## config.mk

```make
export PLATFORM = sky130hd
export DESIGN_NAME = execute_writeback_stage
export DESIGN_NICKNAME = d
export VERILOG_FILES = /design/src/rtl/exec_pkg.sv /design/src/rtl/mul_shift_add.sv /design/src/rtl/execute_writeback_stage.sv
export SDC_FILE = /design/constraint.sdc
export NUM_CORES = 1
export LEC_CHECK = 0
export ABC_CLOCK_PERIOD_IN_PS = 2840
export CELL_PAD_IN_SITES_DETAIL_PLACEMENT = 1
export CELL_PAD_IN_SITES_GLOBAL_PLACEMENT = 1
export CORE_MARGIN = 1
export CORE_UTILIZATION = 39
export CTS_BUF_LIST = sky130_fd_sc_hd__clkbuf_16
export CTS_CLUSTER_SIZE = 25
export DETAILED_ROUTE_END_ITERATION = 12
export GPL_TIMING_DRIVEN = 0
export PLACE_DENSITY = 0.92
export SLEW_MARGIN = 40
export SYNTH_ARGS = -nofsm -noshare
export SYNTH_HDL_FRONTEND = slang
export SYNTH_SLANG_ARGS = --single-unit
```

## constraint.sdc

```tcl
create_clock -name Clk -period 2.84 [get_ports Clk]
set_input_delay 0.568 -clock Clk [delete_from_list [all_inputs] [get_ports Clk]]
set_output_delay 0.568 -clock Clk [all_outputs]
set_load 0.05 [all_outputs]
```

## src/rtl/exec_pkg.sv

```systemverilog
// Shared constants, opcodes and FSM state type for the execute/write-back stage.
package exec_pkg;

   localparam int DATA_WIDTH = 8;
   localparam int ADDR_WIDTH = 3;

   localparam logic [2:0] OP_ADD = 3'b000;
   localparam logic [2:0] OP_SUB = 3'b001;
   localparam logic [2:0] OP_AND = 3'b010;
   localparam logic [2:0] OP_OR  = 3'b011;
   localparam logic [2:0] OP_XOR = 3'b100;
   localparam logic [2:0] OP_SHL = 3'b101;
   localparam logic [2:0] OP_MOV = 3'b110;
   localparam logic [2:0] OP_MUL = 3'b111;

   typedef enum logic [2:0] {
      S_IDLE,
      S_READ,
      S_EXEC,
      S_MUL,
      S_WB
   } state_t;

endpackage

```

## src/rtl/mul_shift_add.sv

```systemverilog
// Iterative shift-add multiplier: the first partial product is folded into the
// start cycle so CYCLES iterations finish with done one cycle after the last one.
module mul_shift_add #(
   parameter int W      = 8,
   parameter int CYCLES = 8
) (
   input  logic           clk,
   input  logic           reset,
   input  logic           start,
   input  logic [W-1:0]   a,
   input  logic [W-1:0]   b,
   output logic           busy,
   output logic           done,
   output logic [2*W-1:0] product
);

   localparam int CW = $clog2(CYCLES + 1);

   logic [2*W-1:0] mcand;
   logic [W-1:0]   mplier;
   logic [CW-1:0]  cnt;

   always_ff @(posedge clk) begin
      if (reset) begin
         busy    <= 1'b0;
         done    <= 1'b0;
         product <= '0;
         mcand   <= '0;
         mplier  <= '0;
         cnt     <= '0;
      end else begin
         done <= 1'b0;
         if (start && !busy) begin
            product <= b[0] ? {{W{1'b0}}, a} : '0;
            mcand   <= {{(W-1){1'b0}}, a, 1'b0};
            mplier  <= b >> 1;
            cnt     <= CW'(CYCLES - 1);
            busy    <= (CYCLES > 1);
            done    <= (CYCLES == 1);
         end else if (busy) begin
            if (mplier[0])
               product <= product + mcand;
            mcand  <= mcand << 1;
            mplier <= mplier >> 1;
            cnt    <= cnt - 1'b1;
            if (cnt == CW'(1)) begin
               busy <= 1'b0;
               done <= 1'b1;
            end
         end
      end
   end

endmodule

```

## src/rtl/execute_writeback_stage.sv

```systemverilog
// Multi-cycle execute stage: issue -> register read -> ALU/multiply -> single write-back.
// Define MUL_EN to build the shift-add multiplier; otherwise opcode 111 retires as illegal.
//
// state  | meaning
// IDLE   | Issue_ready high, waiting for an instruction
// READ   | source addresses and read enables driven, operands captured
// EXEC   | single-cycle ALU result registered into the write-back outputs
// MUL    | multiplier iterating (MUL_EN builds only)
// WB     | write pulse (legal ops) and Done pulse visible
module execute_writeback_stage
   import exec_pkg::*;
#(
   parameter int DATA_W     = DATA_WIDTH,
   parameter int ADDR_W     = ADDR_WIDTH,
   parameter int MUL_CYCLES = 8
) (
   input  logic              Clk,
   input  logic              Reset,
   input  logic              Issue_valid,
   output logic              Issue_ready,
   input  logic [2:0]        Opcode,
   input  logic [ADDR_W-1:0] Src_A_address,
   input  logic [ADDR_W-1:0] Src_B_address,
   input  logic [ADDR_W-1:0] Dest_address,
   output logic [ADDR_W-1:0] Data_A_address,
   output logic [ADDR_W-1:0] Data_B_address,
   output logic              Enable_Read_Data_A,
   output logic              Enable_Read_Data_B,
   input  logic [DATA_W-1:0] Data_out_A,
   input  logic [DATA_W-1:0] Data_out_B,
   output logic              Enable_write,
   output logic [DATA_W-1:0] Data_write,
   output logic [ADDR_W-1:0] Data_write_address,
   output logic              Zero,
   output logic              Carry,
   output logic              Illegal,
   output logic              Done
);

   state_t            state;
   logic [2:0]        op_q;
   logic [ADDR_W-1:0] dest_q;
   logic [DATA_W-1:0] op_a;
   logic [DATA_W-1:0] op_b;

   logic [DATA_W:0]   sum;
   logic [DATA_W:0]   diff;
   logic [DATA_W-1:0] alu_res;
   logic              alu_carry;
   logic              alu_legal;

   logic              fin;
   logic              fin_legal;
   logic [DATA_W-1:0] fin_res;
   logic              fin_carry;

   always_comb begin
      alu_res   = '0;
      alu_carry = 1'b0;
      alu_legal = 1'b1;
      sum       = {1'b0, op_a} + {1'b0, op_b};
      diff      = {1'b0, op_a} - {1'b0, op_b};
      case (op_q)
         OP_ADD: begin alu_res = sum[DATA_W-1:0];  alu_carry = sum[DATA_W];  end
         OP_SUB: begin alu_res = diff[DATA_W-1:0]; alu_carry = diff[DATA_W]; end
         OP_AND: alu_res = op_a & op_b;
         OP_OR:  alu_res = op_a | op_b;
         OP_XOR: alu_res = op_a ^ op_b;
         OP_SHL: begin alu_res = {op_a[DATA_W-2:0], 1'b0}; alu_carry = op_a[DATA_W-1]; end
         OP_MOV: alu_res = op_b;
         default: alu_legal = 1'b0;
      endcase
   end

`ifdef MUL_EN
   logic                mul_start;
   logic                mul_busy;
   logic                mul_done;
   logic [2*DATA_W-1:0] mul_product;

   // Operands go straight from the register file so iteration starts with the READ edge.
   assign mul_start = (state == S_READ) && (op_q == OP_MUL) && !mul_busy;

   mul_shift_add #(
      .W      (DATA_W),
      .CYCLES (MUL_CYCLES)
   ) u_mul (
      .clk     (Clk),
      .reset   (Reset),
      .start   (mul_start),
      .a       (Data_out_A),
      .b       (Data_out_B),
      .busy    (mul_busy),
      .done    (mul_done),
      .product (mul_product)
   );
`endif

   always_comb begin
      fin       = (state == S_EXEC);
      fin_legal = alu_legal;
      fin_res   = alu_res;
      fin_carry = alu_carry;
`ifdef MUL_EN
      if (state == S_MUL && mul_done) begin
         fin       = 1'b1;
         fin_legal = 1'b1;
         fin_res   = mul_product[DATA_W-1:0];
         fin_carry = |mul_product[2*DATA_W-1:DATA_W];
      end
`endif
   end

   always_ff @(posedge Clk) begin
      if (Reset) begin
         state              <= S_IDLE;
         Issue_ready        <= 1'b1;
         op_q               <= '0;
         dest_q             <= '0;
         op_a               <= '0;
         op_b               <= '0;
         Data_A_address     <= '0;
         Data_B_address     <= '0;
         Enable_Read_Data_A <= 1'b0;
         Enable_Read_Data_B <= 1'b0;
         Enable_write       <= 1'b0;
         Data_write         <= '0;
         Data_write_address <= '0;
         Zero               <= 1'b0;
         Carry              <= 1'b0;
         Illegal            <= 1'b0;
         Done               <= 1'b0;
      end else begin
         Enable_write       <= 1'b0;
         Done               <= 1'b0;
         Enable_Read_Data_A <= 1'b0;
         Enable_Read_Data_B <= 1'b0;
         case (state)
            S_IDLE: begin
               if (Issue_valid) begin
                  op_q               <= Opcode;
                  dest_q             <= Dest_address;
                  Data_A_address     <= Src_A_address;
                  Data_B_address     <= Src_B_address;
                  Enable_Read_Data_A <= 1'b1;
                  Enable_Read_Data_B <= 1'b1;
                  Issue_ready        <= 1'b0;
                  state              <= S_READ;
               end
            end
            S_READ: begin
               op_a <= Data_out_A;
               op_b <= Data_out_B;
`ifdef MUL_EN
               state <= (op_q == OP_MUL) ? S_MUL : S_EXEC;
`else
               state <= S_EXEC;
`endif
            end
            S_EXEC, S_MUL: begin
               if (fin)
                  state <= S_WB;
            end
            S_WB: begin
               Issue_ready <= 1'b1;
               state       <= S_IDLE;
            end
            default: state <= S_IDLE;
         endcase

         // Illegal opcodes retire without touching the write port or the flags.
         if (fin) begin
            Done <= 1'b1;
            if (fin_legal) begin
               Enable_write       <= 1'b1;
               Data_write         <= fin_res;
               Data_write_address <= dest_q;
               Zero               <= (fin_res == '0);
               Carry              <= fin_carry;
               Illegal            <= 1'b0;
            end else begin
               Illegal <= 1'b1;
            end
         end
      end
   end

endmodule

```

==> summary.txt <==
Synth
  – Yosys top cell by area: dfxtp_1
  – Ys Warns: 0
  – FFs w/ async S/R, synth: 0
  – Most numerous cell in the Yosys netlist: nand2_1
  – Mapped Cells: 388
  – EDFF count, synth: 0
  – Top FF cell, synth: dfxtp_1
  – Post-Syn Area: 3070 µm²
  – Ranking of synthesized cells by area: dfxtp_1 32%, ha_1 9.8%, nand2_1 8.8%
  – Seq cells post-synth: 49
  – Library cells used by synthesis: 60
  – Mapped Nets: 445
  – Post-synth top cells: 72 x nand2_1, 49 x dfxtp_1, 46 x a21oi_1
  – Synth top area share: 0.319
  – Avg Inst Size Synth: 7.92 µm²
  – Seq/Total Area, Yosys: 0.319

Route
  – Remaining DRCs: 0
  – WL per Instance: 18.5 µm
  – Routed WL: 10100 µm
  – Initial drt markers: 218
  – DR vias: 3135
  – Drt pass-1 iters: 5
  – Routed Antenna Nets: 0
  – DR vias/cell: 5.71

Placed design
  – DP HPWL: 7680 µm
  – Port bufs: 54
  – Area after DPL: 3740 µm²
  – Setup slack after placement: 258 ps
  – Placed Instances: 541
  – GPL Wtd Cong: 0.927

CTS
  – Hold Buf Count CTS: 0
  – Reg clk slew, reported paths: 70 ps
  – Htree depth: 2
  – Postcts setup bufs: 0
  – Clock Path Buffers: 2
  – Clk root buf: clkbuf_16
  – Post-CTS Resized: 0
  – Clk_lat worst skew: 290 ps
  – TritonCTS Sinks: 49
  – CTS tree: yes
  – Total CTS buffers: 5

Floorplanning
  – Die Y: 90.7 µm
  – Die width: 90.7 µm
  – Core area: 7450 µm²
  – Initial Util: 0.412
  – Top Ports: 56
  – Number of core rows: 31
  – Die footprint: 8230 µm²

Critical path
  – Most frequent CP cell: inv_1
  – CP peak stage delay: 490 ps
  – Critical Path Sink Type: flip-flop
  – CP required: 3080 ps
  – Critical Path AT: 2890 ps
  – Setup CP Type: flip-flop to flip-flop
  – Worst Setup Start Kind: flip-flop
  – Critical path cell sequence: inv_1 -> ha_1 -> fa_1 -> inv_1 -> mux4_2 -> mux2i_1 -> o2111ai_1 -> nor3_1 -> a31o_1
  – CP max stage cell: fa_1
  – CP max FO: 4
  – FF-to-FF path depth: 9

Cells and area
  – P&R area growth vs syn: 26.4%
  – Finished Layout Cells: 549
  – Layout cells sized above 1: 0.0689
  – Final Cell Area: 3880 µm²
  – N_diodes: 0
  – Fill count: 934
  – Nets@finish: 506

STA
  – Final WS setup: 194 ps
  – Post-layout min period: 2650 ps
  – Pins Over Slew Limit: 0
  – Final period utilization: 0.932
  – Final hold vios: 0
  – Post-Route Skew: 6.16 ps
  – RSZ-0062 raised after global routing: no
  – Sum Neg Setup Slack: 0 ps
  – Final Setup Violations: 0
  – Worst Max-Slew Pin Slew: 577 ps
  – Max Clk Rate: 0.378 GHz
  – Max-slew headroom: 0.616

GRT
  – Total congestion overflow: 0
  – Vias in the first global route: 3158
  – Maximum number of pins on one net before global-route repair: 17
  – First-pass GRT wire length: 16400 µm
  – Initial antenna violation count: 0
  – Tot GR Track Use: 0.253

Power and ir drop
  – VDD IR max: 291 µV
  – Final total power: 1.86 mW
  – Power density cells: 479 nW/µm²
  – P_leak: 1.46 nW

Worst hold path
  – WHS Path Cells: 2
  – Hold WC Path Type: flip-flop to flip-flop

Run status
  – Outcome: completed

Job
  – Max-cap viol count: 0
==> cell usage in the layout, fill, tap and decap left out, drive strengths merged, types with 2 or more instances in the layout <==
| cell type | Yosys | layout |
|---|---|---|
| a221oi | 8 | 8 |
| or3 | 2 | 2 |
| nand2 | 72 | 72 |
| dfxtp | 49 | 49 |
| a21oi | 46 | 46 |
| ha | 24 | 24 |
| or2 | 5 | 5 |
| o221a | 2 | 2 |
| nor3b | 2 | 2 |
| nor3 | 7 | 7 |
| o21ai | 7 | 7 |
| a2111oi | 2 | 2 |
| o211ai | 3 | 3 |
| mux2i | 8 | 8 |
| xnor2 | 3 | 3 |
| clkbuf | 12 | 17 |
| fa | 2 | 2 |
| a211oi | 12 | 12 |
| nand3 | 3 | 3 |
| and2 | 3 | 3 |
| buf | 14 | 14 |
| clkinv | 1 | 2 |
| o21bai | 5 | 5 |
| nor2 | 27 | 27 |
| mux2 | 4 | 4 |
| o22ai | 7 | 7 |
| clkdlybuf4s50 | 0 | 54 |
| a21o | 2 | 2 |
| nand2b | 7 | 7 |
| nor2b | 4 | 4 |
| o2bb2ai | 2 | 2 |
| inv | 25 | 26 |
==> worst paths after layout <==
kind,start,end,slack (ps)
min,dest_q[1],Data_write_address[1],470
max,op_a[0],Zero,190
max reg2reg,op_a[0],Zero,190
min reg2reg,dest_q[1],Data_write_address[1],470
==> flip-flops by register name, indices dropped and copies added (netlist names) <==
name and flops:
Illegal 1, Carry 1, Data_B_address 3, Done 1
op_a 8, Zero 1, op_b 8, state 3
Enable_Read_Data_B 1, Data_write_address 3, dest_q 3, Issue_ready 1
Data_A_address 3, op_q 3, Data_write 8, Enable_write 1
==> area by class of cell <==
type / instances / area, µm² / share of cell area
Buffer: 26 / 143 / 0.0367
Clock buffer: 5 / 125 / 0.0322
Sequential cell: 49 / 981 / 0.253
Inverter: 26 / 97.6 / 0.0251
Clock inverter: 3 / 21.3 / 0.00548
Timing Repair Buffer: 54 / 541 / 0.139
Multi-Input combinational cell: 287 / 1850 / 0.477
Tap cell: 99 / 124 / 0.0319
==> power by group <==
part	internal (mW)	switching (mW)	total (mW)	leakage [nW]
combinational	0.197	0.305	0.502	0.993
clock	0.328	0.274	0.603	0.0702
sequential	0.722	0.0338	0.756	0.400
total	1.25	0.613	1.86	1.46
==> routing by layer <==
layer / global-route usage / vias to the layer above / share of wire
met5: 0 / - / 0
met4: 0.0806 / 0 / 0.017
met3: 0.0354 / 17 / 0.054
met2: 0.448 / 128 / 0.50
met1: 0.313 / 1525 / 0.43
li1: - / 1465 / -
==> worst max-delay path: cells and delay by family (launching register included) <==
| family | cells | cell delay (ps) |
|---|---|---|
| muxes | 2 | 720 |
| AOI/OAI and AO/OA | 2 | 360 |
| adders and majority gates | 2 | 720 |
| buffers and inverters | 2 | 130 |
| and+or+nand+nor | 1 | 280 |
| DFF | 1 | 380 |
==> cells by family after synthesis <==
family	synth area share
multiplexers	0.0481
AO/OA/AOI/OAI	0.233
flip-flops	0.319
XOR/XNOR	0.00856
buffers and inverters	0.0782
adder cells (fa/ha/maj)	0.111
AND/OR/NAND/NOR	0.202
==> through the flow <==
step                      utilization  hold WS, ps
after floorplan                     -          432
after global placement          0.502          441
after detailed placement        0.502          448
after CTS                       0.521          470
after global routing            0.521          501
final                           0.521          468
Power figures use the tool's default switching activity.
